$ cat src/rtl/bcd_pkg.sv
// Shared constants and helpers for the BCD scan counter.
// The segment patterns are active-high, {dp,g,f,e,d,c,b,a}.
// Output polarity is applied later, in the top module.
package bcd_pkg;

    localparam logic [7:0] SEG_0     = 8'h3F;
    localparam logic [7:0] SEG_1     = 8'h06;
    localparam logic [7:0] SEG_2     = 8'h5B;
    localparam logic [7:0] SEG_3     = 8'h4F;
    localparam logic [7:0] SEG_4     = 8'h66;
    localparam logic [7:0] SEG_5     = 8'h6D;
    localparam logic [7:0] SEG_6     = 8'h7D;
    localparam logic [7:0] SEG_7     = 8'h07;
    localparam logic [7:0] SEG_8     = 8'h7F;
    localparam logic [7:0] SEG_9     = 8'h6F;
    localparam logic [7:0] SEG_BLANK = 8'h00;

    // Decimal digit to segment pattern.
    // Any nibble that is not a decimal digit shows blank.
    function automatic logic [7:0] bcd_to_seg(input logic [3:0] d);
        case (d)
            4'd0:    return SEG_0;
            4'd1:    return SEG_1;
            4'd2:    return SEG_2;
            4'd3:    return SEG_3;
            4'd4:    return SEG_4;
            4'd5:    return SEG_5;
            4'd6:    return SEG_6;
            4'd7:    return SEG_7;
            4'd8:    return SEG_8;
            4'd9:    return SEG_9;
            default: return SEG_BLANK;
        endcase
    endfunction

endpackage

$ cat src/rtl/bcd_scan_counter_if.sv
// Bus between the BCD scan counter and whatever drives it.
// The bus carries the control inputs, the load value, the count and carry, and the display lines.
interface bcd_scan_counter_if #(
    parameter int DIGITS = 4
);
    logic                  en;
    logic                  up;
    logic                  Load;
    logic [4*DIGITS-1:0]   Din;
    logic [4*DIGITS-1:0]   count;
    logic                  carry;
    logic [7:0]            seg;
    logic [DIGITS-1:0]     an;

    modport master (
        output en, up, Load, Din,
        input  count, carry, seg, an
    );

    modport slave (
        input  en, up, Load, Din,
        output count, carry, seg, an
    );
endinterface

$ cat src/rtl/bcd_digit.sv
// One BCD decade: a 4-bit cell that can be loaded and that counts up or down, modulo 10.
// The wrap output is set when the next step will roll this digit over.
// The top module chains the enables from one digit to the next through this output.
module bcd_digit
    import bcd_pkg::*;
(
    input  logic       clk,
    input  logic       rst,
    input  logic       en_i,
    input  logic       up_i,
    input  logic       load_i,
    input  logic [3:0] din_i,
    output logic [3:0] q_o,
    output logic       wrap_o
);

    logic [3:0] q_q;
    logic [3:0] q_d;

    // Next digit value; priority is load, then step, then hold. Non-decimal load data becomes 0.
    always_comb begin
        q_d = q_q;
        if (load_i) begin
            q_d = (din_i > 4'd9) ? 4'd0 : din_i;
        end else if (en_i) begin
            if (up_i) begin
                q_d = (q_q == 4'd9) ? 4'd0 : q_q + 4'd1;
            end else begin
                q_d = (q_q == 4'd0) ? 4'd9 : q_q - 4'd1;
            end
        end
    end

    // Digit register
    always_ff @(posedge clk) begin
        if (rst) begin
            q_q <= 4'd0;
        end else begin
            q_q <= q_d;
        end
    end

    assign q_o    = q_q;
    assign wrap_o = up_i ? (q_q == 4'd9) : (q_q == 4'd0);

endmodule

$ cat src/rtl/bcd_scan_counter.sv
// Multi-digit BCD up/down counter with a parallel load and a multiplexed 7-segment driver.
// A free-running prescaler steps the scan index, and the scan index selects one digit.
// The segment and anode outputs are registered, so they lag the count by one cycle.
module bcd_scan_counter
    import bcd_pkg::*;
#(
    parameter int DIGITS      = 4,
    parameter int SCAN_DIV    = 1000,
    parameter bit SEG_ACT_LOW = 1'b1,
    parameter bit LZ_BLANK    = 1'b0
) (
    input  logic           clk,
    input  logic           rst_syn,
    bcd_scan_counter_if.slave bus
);

    localparam int PW    = $clog2(SCAN_DIV);
    localparam int IDX_W = (DIGITS > 1) ? $clog2(DIGITS) : 1;

    function automatic logic [7:0] pol_seg(input logic [7:0] s);
        return SEG_ACT_LOW ? ~s : s;
    endfunction

    function automatic logic [DIGITS-1:0] pol_an(input logic [DIGITS-1:0] a);
        return SEG_ACT_LOW ? ~a : a;
    endfunction

    logic [3:0]        digit_q [DIGITS];
    logic [DIGITS-1:0] wrap;
    logic [DIGITS:0]   en_chain;
    logic [DIGITS-1:0] blank;

    logic [PW-1:0]     presc_q, presc_d;
    logic [IDX_W-1:0]  idx_q, idx_d;
    logic              carry_q, carry_d;
    logic [7:0]        seg_q, seg_d;
    logic [DIGITS-1:0] an_q, an_d;

    logic [3:0]        nib_sel;
    logic              blank_sel;
    logic [7:0]        seg_raw;
    logic              zero_above;

    assign en_chain[0] = bus.en;

    genvar g;
    generate
        for (g = 0; g < DIGITS; g++) begin : g_digit
            bcd_digit u_digit (
                .clk    (clk),
                .rst    (rst_syn),
                .en_i   (en_chain[g]),
                .up_i   (bus.up),
                .load_i (bus.Load),
                .din_i  (bus.Din[4*g +: 4]),
                .q_o    (digit_q[g]),
                .wrap_o (wrap[g])
            );
            assign en_chain[g+1]    = en_chain[g] & wrap[g];
            assign bus.count[4*g +: 4] = digit_q[g];
        end
    endgenerate

    // The full counter wraps when every digit is at its rollover value while counting is enabled.
    // A load suppresses the wrap.
    assign carry_d = en_chain[DIGITS] & ~bus.Load;

    // Carry pulse register
    always_ff @(posedge clk) begin
        if (rst_syn) begin
            carry_q <= 1'b0;
        end else begin
            carry_q <= carry_d;
        end
    end

    // Prescaler and scan index advance; both run all the time, independent of en and Load
    always_comb begin
        presc_d = presc_q + PW'(1);
        idx_d   = idx_q;
        if (presc_q == PW'(SCAN_DIV - 1)) begin
            presc_d = '0;
            idx_d   = (idx_q == IDX_W'(DIGITS - 1)) ? '0 : idx_q + IDX_W'(1);
        end
    end

    // Scan state registers
    always_ff @(posedge clk) begin
        if (rst_syn) begin
            presc_q <= '0;
            idx_q   <= '0;
        end else begin
            presc_q <= presc_d;
            idx_q   <= idx_d;
        end
    end

    // Leading-zero mask: a digit above digit 0 is blanked when it and all higher digits are zero
    always_comb begin
        blank      = '0;
        zero_above = 1'b1;
        for (int k = DIGITS - 1; k >= 1; k--) begin
            zero_above = zero_above & (digit_q[k] == 4'd0);
            blank[k]   = LZ_BLANK & zero_above;
        end
    end

    // Select the digit that the scan index points to and decode it for the display
    always_comb begin
        nib_sel   = 4'd0;
        blank_sel = 1'b0;
        for (int k = 0; k < DIGITS; k++) begin
            if (idx_q == IDX_W'(k)) begin
                nib_sel   = digit_q[k];
                blank_sel = blank[k];
            end
        end
        seg_raw = blank_sel ? SEG_BLANK : bcd_to_seg(nib_sel);
        seg_d   = pol_seg(seg_raw);
        an_d    = pol_an(DIGITS'(1) << idx_q);
    end

    // Display output registers; after reset the display selects digit 0 and shows '0'
    always_ff @(posedge clk) begin
        if (rst_syn) begin
            seg_q <= pol_seg(SEG_0);
            an_q  <= pol_an(DIGITS'(1));
        end else begin
            seg_q <= seg_d;
            an_q  <= an_d;
        end
    end

    assign bus.carry = carry_q;
    assign bus.seg   = seg_q;
    assign bus.an    = an_q;

endmodule
$ cat src/flat_wrapper.sv
// flat-port wrapper written by rule: the top's interface ports become plain ports
module bcd_scan_counter_flat import bcd_pkg::*;
#(
    parameter int DIGITS      = 4,
    parameter int SCAN_DIV    = 1000,
    parameter bit SEG_ACT_LOW = 1'b1,
    parameter bit LZ_BLANK    = 1'b0
)
  (clk, rst_syn, bus_en, bus_up, bus_Load, bus_Din, bus_count, bus_carry, bus_seg, bus_an);
  bcd_scan_counter_if #(.DIGITS(DIGITS)) bus_i ();
  input  logic clk;
  input  logic rst_syn;
  input wire logic [$bits(bus_i.en)-1:0] bus_en;
  input wire logic [$bits(bus_i.up)-1:0] bus_up;
  input wire logic [$bits(bus_i.Load)-1:0] bus_Load;
  input wire logic [$bits(bus_i.Din)-1:0] bus_Din;
  output wire logic [$bits(bus_i.count)-1:0] bus_count;
  output wire logic [$bits(bus_i.carry)-1:0] bus_carry;
  output wire logic [$bits(bus_i.seg)-1:0] bus_seg;
  output wire logic [$bits(bus_i.an)-1:0] bus_an;
  assign bus_i.en = bus_en;
  assign bus_i.up = bus_up;
  assign bus_i.Load = bus_Load;
  assign bus_i.Din = bus_Din;
  assign bus_count = bus_i.count;
  assign bus_carry = bus_i.carry;
  assign bus_seg = bus_i.seg;
  assign bus_an = bus_i.an;
  bcd_scan_counter #(.DIGITS(DIGITS), .SCAN_DIV(SCAN_DIV), .SEG_ACT_LOW(SEG_ACT_LOW), .LZ_BLANK(LZ_BLANK)) u_core (.clk(clk), .rst_syn(rst_syn), .bus(bus_i));
endmodule
$ cat config.mk
export PLATFORM = sky130hd
export DESIGN_NAME = bcd_scan_counter_flat
export DESIGN_NICKNAME = d
export VERILOG_FILES = /design/src/rtl/bcd_pkg.sv /design/src/rtl/bcd_scan_counter_if.sv /design/src/rtl/bcd_digit.sv /design/src/rtl/bcd_scan_counter.sv /design/src/flat_wrapper.sv
export SDC_FILE = /design/constraint.sdc
export NUM_CORES = 1
export LEC_CHECK = 0
export ABC_AREA = 1
export BUFFER_PORTS_ARGS = -buffer_cell sky130_fd_sc_hd__buf_2
export CAP_MARGIN = 10
export CELL_PAD_IN_SITES_DETAIL_PLACEMENT = 1
export CELL_PAD_IN_SITES_GLOBAL_PLACEMENT = 1
export CORE_UTILIZATION = 39
export DETAILED_ROUTE_END_ITERATION = 8
export PLACE_DENSITY = 0.91
export SYNTH_ARGS = -nofsm -noshare
export SYNTH_HDL_FRONTEND = slang
export SYNTH_SLANG_ARGS = --single-unit
$ cat constraint.sdc
create_clock -name clk -period 2.4 [get_ports clk]
set_input_delay 0.36 -clock clk [delete_from_list [all_inputs] [get_ports clk]]
set_output_delay 0.36 -clock clk [all_outputs]
set_load 0.05 [all_outputs]
==> results.cfg, run 1 <==
[clock_network]
cts_tree = done
cts_sinks = 40
cts_resized = 0
clock_path_buffers = 2
h-tree-depth = 2
hold_buffers = 0
clkTransAtPathRegs_ns = 0.08
cts_setup_buffers = 0
root_buffer = clkbuf_8
clock_latency_ns = 0.30
cts_buffers = 5

[power_and_ir_drop]
ir_worst_vdd_mv = 0.234
power_density_mw_per_mm2 = 614
total_leakage_power_uw = 0.00148

[critical_path]
cp_top_family = compound AO/OA/AOI/OAI gates
critPathMaxStageDelay_ns = 0.40
cpMaxStageDelayCell = a22oi_1
path_buf_inv = 3
r2r_start = u_core.idx_q[0]
r2r_end = u_core.bus.seg[5]
cp-end-kind = flip-flop
worstPathArrival_ns = 2.36
path_cells = inv_1 > ha_1 > inv_1 > nor2_1 > nor2_1 > a22oi_1 > inv_1 > ha_1 > nand2_1 > o21ai_0 > nand2_1 > a21oi_1
path_common_cell = inv_1
r2r_slack_ns = 0.22
reg2regPathDepth = 12
crit_type = flip-flop to flip-flop
cp.required_ns = 2.58
cp_max_fo = 6
startpoint_type = flip-flop

[yosys]
yosys-mux-area-fraction_pct = 0
synth_flop_cell = dfxtp_1
syn_inst = 421
synth_area_leaders = dfxtp_1 (30%), nand2_1 (14%), nand3_1 (7.3%), nor2_1 (7.3%), a21oi_1 (6.5%)
synthSimpleGateAreaFrac_pct = 36.5
ys_seq_area_share_pct = 29.9
synthXorXnorAreaFrac_pct = 1.31
synth_top_family_by_area = simple AND/OR/NAND/NOR gates
ys_types = 43
synth-async-reset-ratio_pct = 0
synthTopCellsByCount = nand2_1 (100), nor2_1 (52), inv_1 (42), dfxtp_1 (40), nand3_1 (39)
yosys.area.top_type = dfxtp_1
ys_ff_latch = 40
synth_area_mm2 = 0.00268
syn_avg_cell_area_um2 = 6.37
synth_fa_ha_area_share_pct = 4.67
yosysMostFrequentCell = nand2_1
synth_edf_count = 0
netlist.area_leader.share_pct = 29.9
synth_nets = 452
ys_warn_count = 0
synth-compound-area-share_pct = 17.2

[detailed_routing]
totalWireLength_um = 7970
wire_per_inst_um = 14.7
route.vias.total = 2912
dr.pass1.iters = 8
detail-route-antenna-nets = 0
via_per_inst = 5.37
drc_errors = 6
drt_iter0_drc = 129

[grt]
grt_pass1_wl_um = 13600
grt_overflow = 0
grt_max_degree = 23
antenna_found_initial = 0
grt_util_all_layers_pct = 23.6
grt_pass1_vias = 2941

[sta]
finalHoldViolations = 0
fin_ws_ns = 0.215
min_period_ns = 2.18
fmaxAchievable_ghz = 0.458
tns_ns = 0
tightest_slew_ns = 0.668
rsz0062_at_grt = no
finClkSkew_ns = 0.00677
report.final.slew_viol_count = 0
post-route-period-util_pct = 91.0
slew_headroom_pct = 55.4
setup_viol = 0

[placed_design]
dp_hpwl_um = 5770
io_buffers = 48
dpl_cell_area_mm2 = 0.00295
place_congestion = 0.838
preCtsSetupSlack_ns = 0.258

[final_layout]
fin_area_mm2 = 0.00308
nets = 496
register_area_um2 = 801
multiInputGateArea_mm2 = 0.00160
antennaDiodeCount = 0
syn2layout_area_growth_pct = 15.0
fill_cells = 916
drive_gt1_share_pct = 19.4

[worst_hold_path]
whs_path_depth = 3
holdPathEnd = u_core.g_digit[0].u_digit.q_o[0]
worstHoldStart = bus_Din[0]
min_path_type = input port to flip-flop

[die]
coreArea_mm2 = 0.00649
pin_count = 50
start_util_pct = 41.3
die_area_mm2 = 0.00721
die_y_um = 84.9
row_count = 29
die_x_um = 84.9

[run_status]
violations = DRC
outcome = complete, but fails checks

[run]
maxCapViolCount = 0
power breakdown:
group | leakage [uW] | switching [uW] | internal (uW)
Combinational | 0.00108 | 337 | 135
Clock | 0.0000642 | 259 | 410
Sequential | 0.000327 | 55.4 | 698
Total | 0.00148 | 652 | 1240
routing by layer:
layer	part of all wire (%)	up-vias	GRT usage (%)	routed length, um
met5	0	-	0	0
met4	1.8	0	9.09	144
met3	3.8	12	3.40	306
met2	52	66	43.3	4110
met1	43	1390	27.8	3410
li1	-	1444	-	-
final cells by class:
type | instances | area share [%]
multi-input cells | 315 | 52.0
flip-flops and latches | 40 | 26.0
repair buffers | 50 | 8.28
inverters | 53 | 6.45
well taps | 77 | 3.12
clock buffers | 5 | 2.23
clock inverters | 2 | 1.95
sequential cells by signal, indices dropped and copies added (netlist names):
register                    cells
u_core.presc_q                 10
u_core.idx_q                    2
u_core.bus.an                   4
u_core.g_digit.u_digit.q_o     16
u_core.bus.carry                1
u_core.bus.seg                  7
how the worst max path moves through the flow:
stage / from / endpoint / slack, ns / depth (start not counted)
floorplan: u_core.idx_q[0] / u_core.bus.seg[5] / 0.55 / 12
global placement: u_core.idx_q[0] / u_core.bus.seg[5] / 0.42 / 12
detailed placement: u_core.idx_q[0] / u_core.bus.seg[5] / 0.26 / 12
CTS: u_core.idx_q[0] / u_core.bus.seg[5] / 0.25 / 12
global route: u_core.idx_q[0] / u_core.bus.seg[5] / 0.02 / 12
finish: u_core.idx_q[0] / u_core.bus.seg[5] / 0.22 / 12
stage by stage:
| step | hold slack (ns) | cells | utilization, % | total power, uW |
|---|---|---|---|---|
| floorplan | 0.430 | 421 | - | 1110 |
| global placement | 0.446 | 535 | 45.5 | 1210 |
| detailed placement | 0.463 | 535 | 45.5 | 1230 |
| CTS | 0.345 | 542 | 47.5 | 1900 |
| global route | 0.363 | 542 | 47.5 | 1980 |
| finish | 0.344 | 542 | 47.5 | 1890 |
worst reg2reg max path: cells and delay by family, from the launching register on:
| family | cells | cell delay [ns] |
|---|---|---|
| buffers and inverters | 3 | 0.36 |
| AOI/OAI and AO/OA | 3 | 0.55 |
| adders and majority gates | 2 | 0.51 |
| DFF | 1 | 0.34 |
| and+or+nand+nor | 4 | 0.29 |
cells in the final DEF (no fill, tap or decap), drive strengths merged, types with 2 or more instances in the layout:
master,instances
nand2,108
bufinv,2
a21oi,37
ha,10
nor3b,3
o21ai,28
clkinv,2
a211oi,2
buf,50
nand4,3
inv,51
clkbuf,5
nand3,41
nor2,57
or2,2
a31oi,6
nor3,4
xor2,3
dfxtp,40
kinds of logic after synthesis:
family / count (synthesis)
fa+ha+maj: 10
simple gates: 220
flops: 40
other cells: 1
compound gates: 80
buf+inv: 66
xor+xnor: 4
No activity file was read; power rests on OpenSTA's default activity.
==> run 2, diff against run 1 <==
--- a/config.mk
+++ b/config.mk
@@ -12,7 +12,8 @@
 export CELL_PAD_IN_SITES_GLOBAL_PLACEMENT = 1
 export CORE_UTILIZATION = 39
 export DETAILED_ROUTE_END_ITERATION = 8
-export PLACE_DENSITY = 0.91
+export PLACE_DENSITY_LB_ADDON = 0.1
+export SLEW_MARGIN = 15
 export SYNTH_ARGS = -nofsm -noshare
 export SYNTH_HDL_FRONTEND = slang
 export SYNTH_SLANG_ARGS = --single-unit
==> run 2 against run 1 <==
Effect of this change:
- the run still ends with DRC left
- fmax up 4.2%
- worst setup slack gained 0.087 ns
- power is 12% lower
- via count fell by 2.3%
- cell count unchanged
- worst hold slack improved by 0.0044 ns
- global-route usage down 2.0 points
- cell area shrank 1.4%
- count of clock-buffer cells in the layout did not move
- sequential cell count unchanged
- clock power is 33% lower
==> results.cfg, run 2 (synthesis gave the netlist of run 1 again) <==
[critical_path]
critPathMaxStageDelay_ns = 0.34
crit_type = flip-flop to flip-flop
cp_top_family = adder cells
path_cells = inv_1 > ha_1 > inv_1 > nor2_1 > nor2_1 > a21boi_2 > inv_1 > ha_1 > inv_1 > nand2_1 > nand3_1 > a21oi_1
path_common_cell = inv_1
cp-end-kind = flip-flop
path_buf_inv = 4
worstPathArrival_ns = 2.32
cp.required_ns = 2.62
cpMaxStageDelayCell = dfxtp_1
cp_max_fo = 6
startpoint_type = flip-flop

[die]
row_count = 29
die_area_mm2 = 0.00721
die_y_um = 84.9
start_util_pct = 41.3
coreArea_mm2 = 0.00649
die_x_um = 84.9
pin_count = 50

[clock_network]
cts_tree = done
clock_latency_ns = 0.29
cts_buffers = 5
cts_setup_buffers = 0
clkTransAtPathRegs_ns = 0.08
clock_path_buffers = 2
cts_resized = 0
cts_sinks = 40
root_buffer = clkbuf_8
hold_buffers = 0
h-tree-depth = 2

[grt]
grt_pass1_vias = 2809
grt_max_degree = 23
grt_pass1_wl_um = 12700
grt_util_all_layers_pct = 21.6
grt_overflow = 0
antenna_found_initial = 0

[sta]
finClkSkew_ns = 0.00443
hold_slack_ns = 0.348
finalHoldViolations = 0
min_period_ns = 2.10
rsz0062_at_grt = no
slew_headroom_pct = 53.6
tightest_slew_ns = 0.696
post-route-period-util_pct = 87.4
report.final.slew_viol_count = 0
fmaxAchievable_ghz = 0.477
tns_ns = 0
setup_viol = 0

[detailed_routing]
wire_per_inst_um = 13.4
totalWireLength_um = 7280
drt_iter0_drc = 88
route.vias.total = 2845
via_per_inst = 5.25
dr.pass1.iters = 8
drc_errors = 2
detail-route-antenna-nets = 0

[power_and_ir_drop]
power_density_mw_per_mm2 = 546
ir_worst_vdd_mv = 0.219
total_leakage_power_uw = 0.00145

[final_layout]
final_common_cell = nand2_1
fill_cells = 899
largest_reg_flops = 16
fin_area_mm2 = 0.00304
antennaDiodeCount = 0
drive_gt1_share_pct = 19.6
final_cell_mix = nand2_1 (100), nor2_1 (52), buf_2 (48)
nets = 496
syn2layout_area_growth_pct = 13.4

[placed_design]
io_buffers = 48
place_congestion = 0.791
dp_hpwl_um = 5570
dpl_cell_area_mm2 = 0.00295

[run_status]
violations = DRC
outcome = complete, but fails checks

[run]
maxCapViolCount = 0

[worst_hold_path]
min_path_type = input port to flip-flop
## run 2: worst paths after layout
path / from / end / slack (ns) / cells past startpoint
max: u_core.idx_q[0] / u_core.bus.seg[3] / 0.30 / 12
min: bus_Din[0] / u_core.g_digit[0].u_digit.q_o[0] / 0.35 / 3
max reg2reg: u_core.idx_q[0] / u_core.bus.seg[3] / 0.30 / 12
min reg2reg: u_core.presc_q[9] / u_core.presc_q[9] / 0.47 / 2
## run 2: routing by layer
metal	wire [um]	vias to the layer above	global-route usage [%]
met4	30	0	4.47
li1	-	1456	-
met1	3490	1346	27.2
met5	0	-	0
met3	196	2	3.11
met2	3570	41	39.2
## run 2: power breakdown
group          leakage, uW  switching (uW)  internal [uW]
clock network    0.0000400             253            197
logic              0.00109             323            135
registers         0.000327            54.4            698
## run 2: layout make-up
cell class                 count  area, um^2  share of cell area, %
clock buffer                   5        68.8                   2.26
clock inverter                 2        12.5                  0.412
inverter                      53         199                   6.54
multi-input combinational    315        1610                   52.9
sequential                    40         801                   26.3
tap                           77        96.3                   3.17
timing repair buffer          50         255                   8.40
## run 2: worst reg2reg max path, stage by stage (launching register included)
cell and delay, ns:
dfxtp_1 0.34, inv_1 0.12, ha_1 0.28, inv_1 0.11, nor2_1 0.11, nor2_1 0.06, a21boi_2 0.26, inv_1 0.11
ha_1 0.28, inv_1 0.03, nand2_1 0.07, nand3_1 0.08, a21oi_1 0.17
## run 2: through the flow
| stage | setup slack (ns) | instances | power (uW) | utilization [%] |
|---|---|---|---|---|
| floorplan | 0.555 | 421 | 1110 | - |
| detailed placement | 0.273 | 535 | 1230 | 45.5 |
| global placement | 0.395 | 535 | 1220 | 45.5 |
| finish | 0.303 | 542 | 1660 | 46.8 |
| CTS | 0.252 | 542 | 1690 | 46.7 |
| global route | 0.136 | 542 | 1770 | 46.8 |
==> run 3, diff against run 2 <==
--- a/config.mk
+++ b/config.mk
@@ -8,7 +8,7 @@
 export ABC_AREA = 1
 export BUFFER_PORTS_ARGS = -buffer_cell sky130_fd_sc_hd__buf_2
 export CAP_MARGIN = 10
-export CELL_PAD_IN_SITES_DETAIL_PLACEMENT = 1
+export CELL_PAD_IN_SITES_DETAIL_PLACEMENT = 0
 export CELL_PAD_IN_SITES_GLOBAL_PLACEMENT = 1
 export CORE_UTILIZATION = 39
 export DETAILED_ROUTE_END_ITERATION = 8
==> run 3 against run 2 <==
Effect of this change:
- power up 8.9%
- sequential cell count unchanged
- count of clock-buffer cells in the layout rose by 1
- the flow still finishes with violations (DRC)
- cell area increased by 1.3%
==> results.cfg, run 3 (synthesis gave the netlist of run 1 again) <==
[final_layout]
syn2layout_area_growth_pct = 14.9
final_common_cell = nand2_1
drive_gt1_share_pct = 19.7
final_cell_mix = nand2_1 (100), nor2_1 (52), buf_2 (48)
largest_reg_flops = 16
fill_cells = 697
final-instance-count-excl-fill = 543
nets = 496
antennaDiodeCount = 0

[worst_hold_path]
whs_path_depth = 3
holdPathEnd = u_core.g_digit[0].u_digit.q_o[0]
min_path_type = input port to flip-flop
worstHoldStart = bus_Din[0]

[critical_path]
reg2regPathDepth = 12
worstPathArrival_ns = 2.27
cp_max_fo = 6
r2r_end = u_core.bus.seg[3]
r2r_slack_ns = 0.36
r2r_start = u_core.idx_q[0]
startpoint_type = flip-flop
cp.required_ns = 2.63
cp-end-kind = flip-flop
crit_type = flip-flop to flip-flop

[detailed_routing]
route.vias.total = 2734
via_per_inst = 5.03
drt_iter0_drc = 101
wire_per_inst_um = 12.0
totalWireLength_um = 6520
dr.pass1.iters = 8
detail-route-antenna-nets = 0
drc_errors = 3

[grt]
antenna_found_initial = 0
grt_pass1_vias = 2424
grt_util_all_layers_pct = 19.2
grt_pass1_wl_um = 11100
grt_max_degree = 23
grt_overflow = 0

[sta]
tns_ns = 0
min_period_ns = 2.04
finClkSkew_ns = 0.00830
setup_viol = 0
rsz0062_at_grt = no
post-route-period-util_pct = 84.9
finalHoldViolations = 0
fin_ws_ns = 0.363
slew_headroom_pct = 56.5
tightest_slew_ns = 0.652
fmaxAchievable_ghz = 0.491
report.final.slew_viol_count = 0

[clock_network]
clock_latency_ns = 0.30
cts_sinks = 40
cts_setup_buffers = 0
clock_path_buffers = 2
h-tree-depth = 2
hold_buffers = 0
clkTransAtPathRegs_ns = 0.09
root_buffer = clkbuf_8
cts_buffers = 5
cts_resized = 0
cts_tree = done

[die]
die_area_mm2 = 0.00721
coreArea_mm2 = 0.00649
die_y_um = 84.9
pin_count = 50
start_util_pct = 41.3
die_x_um = 84.9
row_count = 29

[run]
maxCapViolCount = 0

[placed_design]
preCtsSetupSlack_ns = 0.305
dp_hpwl_um = 4840
place_congestion = 0.791
dp_cells = 535
io_buffers = 48

[run_status]
outcome = complete, but fails checks
violations = DRC

[power_and_ir_drop]
ir_worst_vdd_mv = 0.209
report.power.total_uw = 1810
total_leakage_power_uw = 0.00147
power_density_mw_per_mm2 = 587
run 3: metrics by stage:
step,hold WS [ns],utilization (%),instance area (um^2)
after floorplan,0.430,-,2680
after global placement,0.446,45.5,2950
after detailed placement,0.455,45.5,2950
after CTS,0.328,47.4,3080
after global routing,0.346,47.4,3080
final,0.331,47.4,3080
run 3: power by group:
part           switching (uW)  internal (uW)  leakage, uW  total [uW]
logic                     314            135      0.00109         449
registers                53.8            698     0.000327         752
clock network             267            341    0.0000614         607
run 3: worst max-delay path, cell delays in order, from the launching register on:
cell	delay (ns)
dfxtp_1	0.34
inv_1	0.11
ha_1	0.28
inv_1	0.11
nor2_1	0.10
nor2_1	0.06
a21boi_2	0.26
inv_1	0.10
ha_1	0.28
inv_1	0.03
nand2_1	0.07
nand3_1	0.08
a21oi_1	0.15
run 3: how the worst max path moves through the flow:
stage	from	end
5_1_grt	u_core.idx_q[0]	u_core.bus.seg[3]
4_1_cts	u_core.idx_q[0]	u_core.bus.seg[5]
3_5_place_dp	u_core.idx_q[0]	u_core.bus.seg[5]
2_1_floorplan	u_core.idx_q[0]	u_core.bus.seg[5]
6_report	u_core.idx_q[0]	u_core.bus.seg[3]
3_3_place_gp	u_core.idx_q[0]	u_core.bus.seg[5]
run 3: layout make-up:
| class | instances | area (um^2) | area share, % |
|---|---|---|---|
| inverters | 53 | 199 | 6.46 |
| repair buffers | 50 | 255 | 8.29 |
| clock buffers | 6 | 82.6 | 2.68 |
| well taps | 77 | 96.3 | 3.13 |
| flip-flops and latches | 40 | 801 | 26.0 |
| multi-input cells | 315 | 1610 | 52.2 |
| clock inverters | 2 | 38.8 | 1.26 |
run 3: layer usage:
metal | GRT usage, % | up-vias | wire, um
met5 | 0 | - | 0
met3 | 2.92 | 6 | 169
li1 | - | 1458 | -
met1 | 24.7 | 1221 | 3250
met2 | 33.5 | 49 | 3040
met4 | 5.55 | 0 | 57
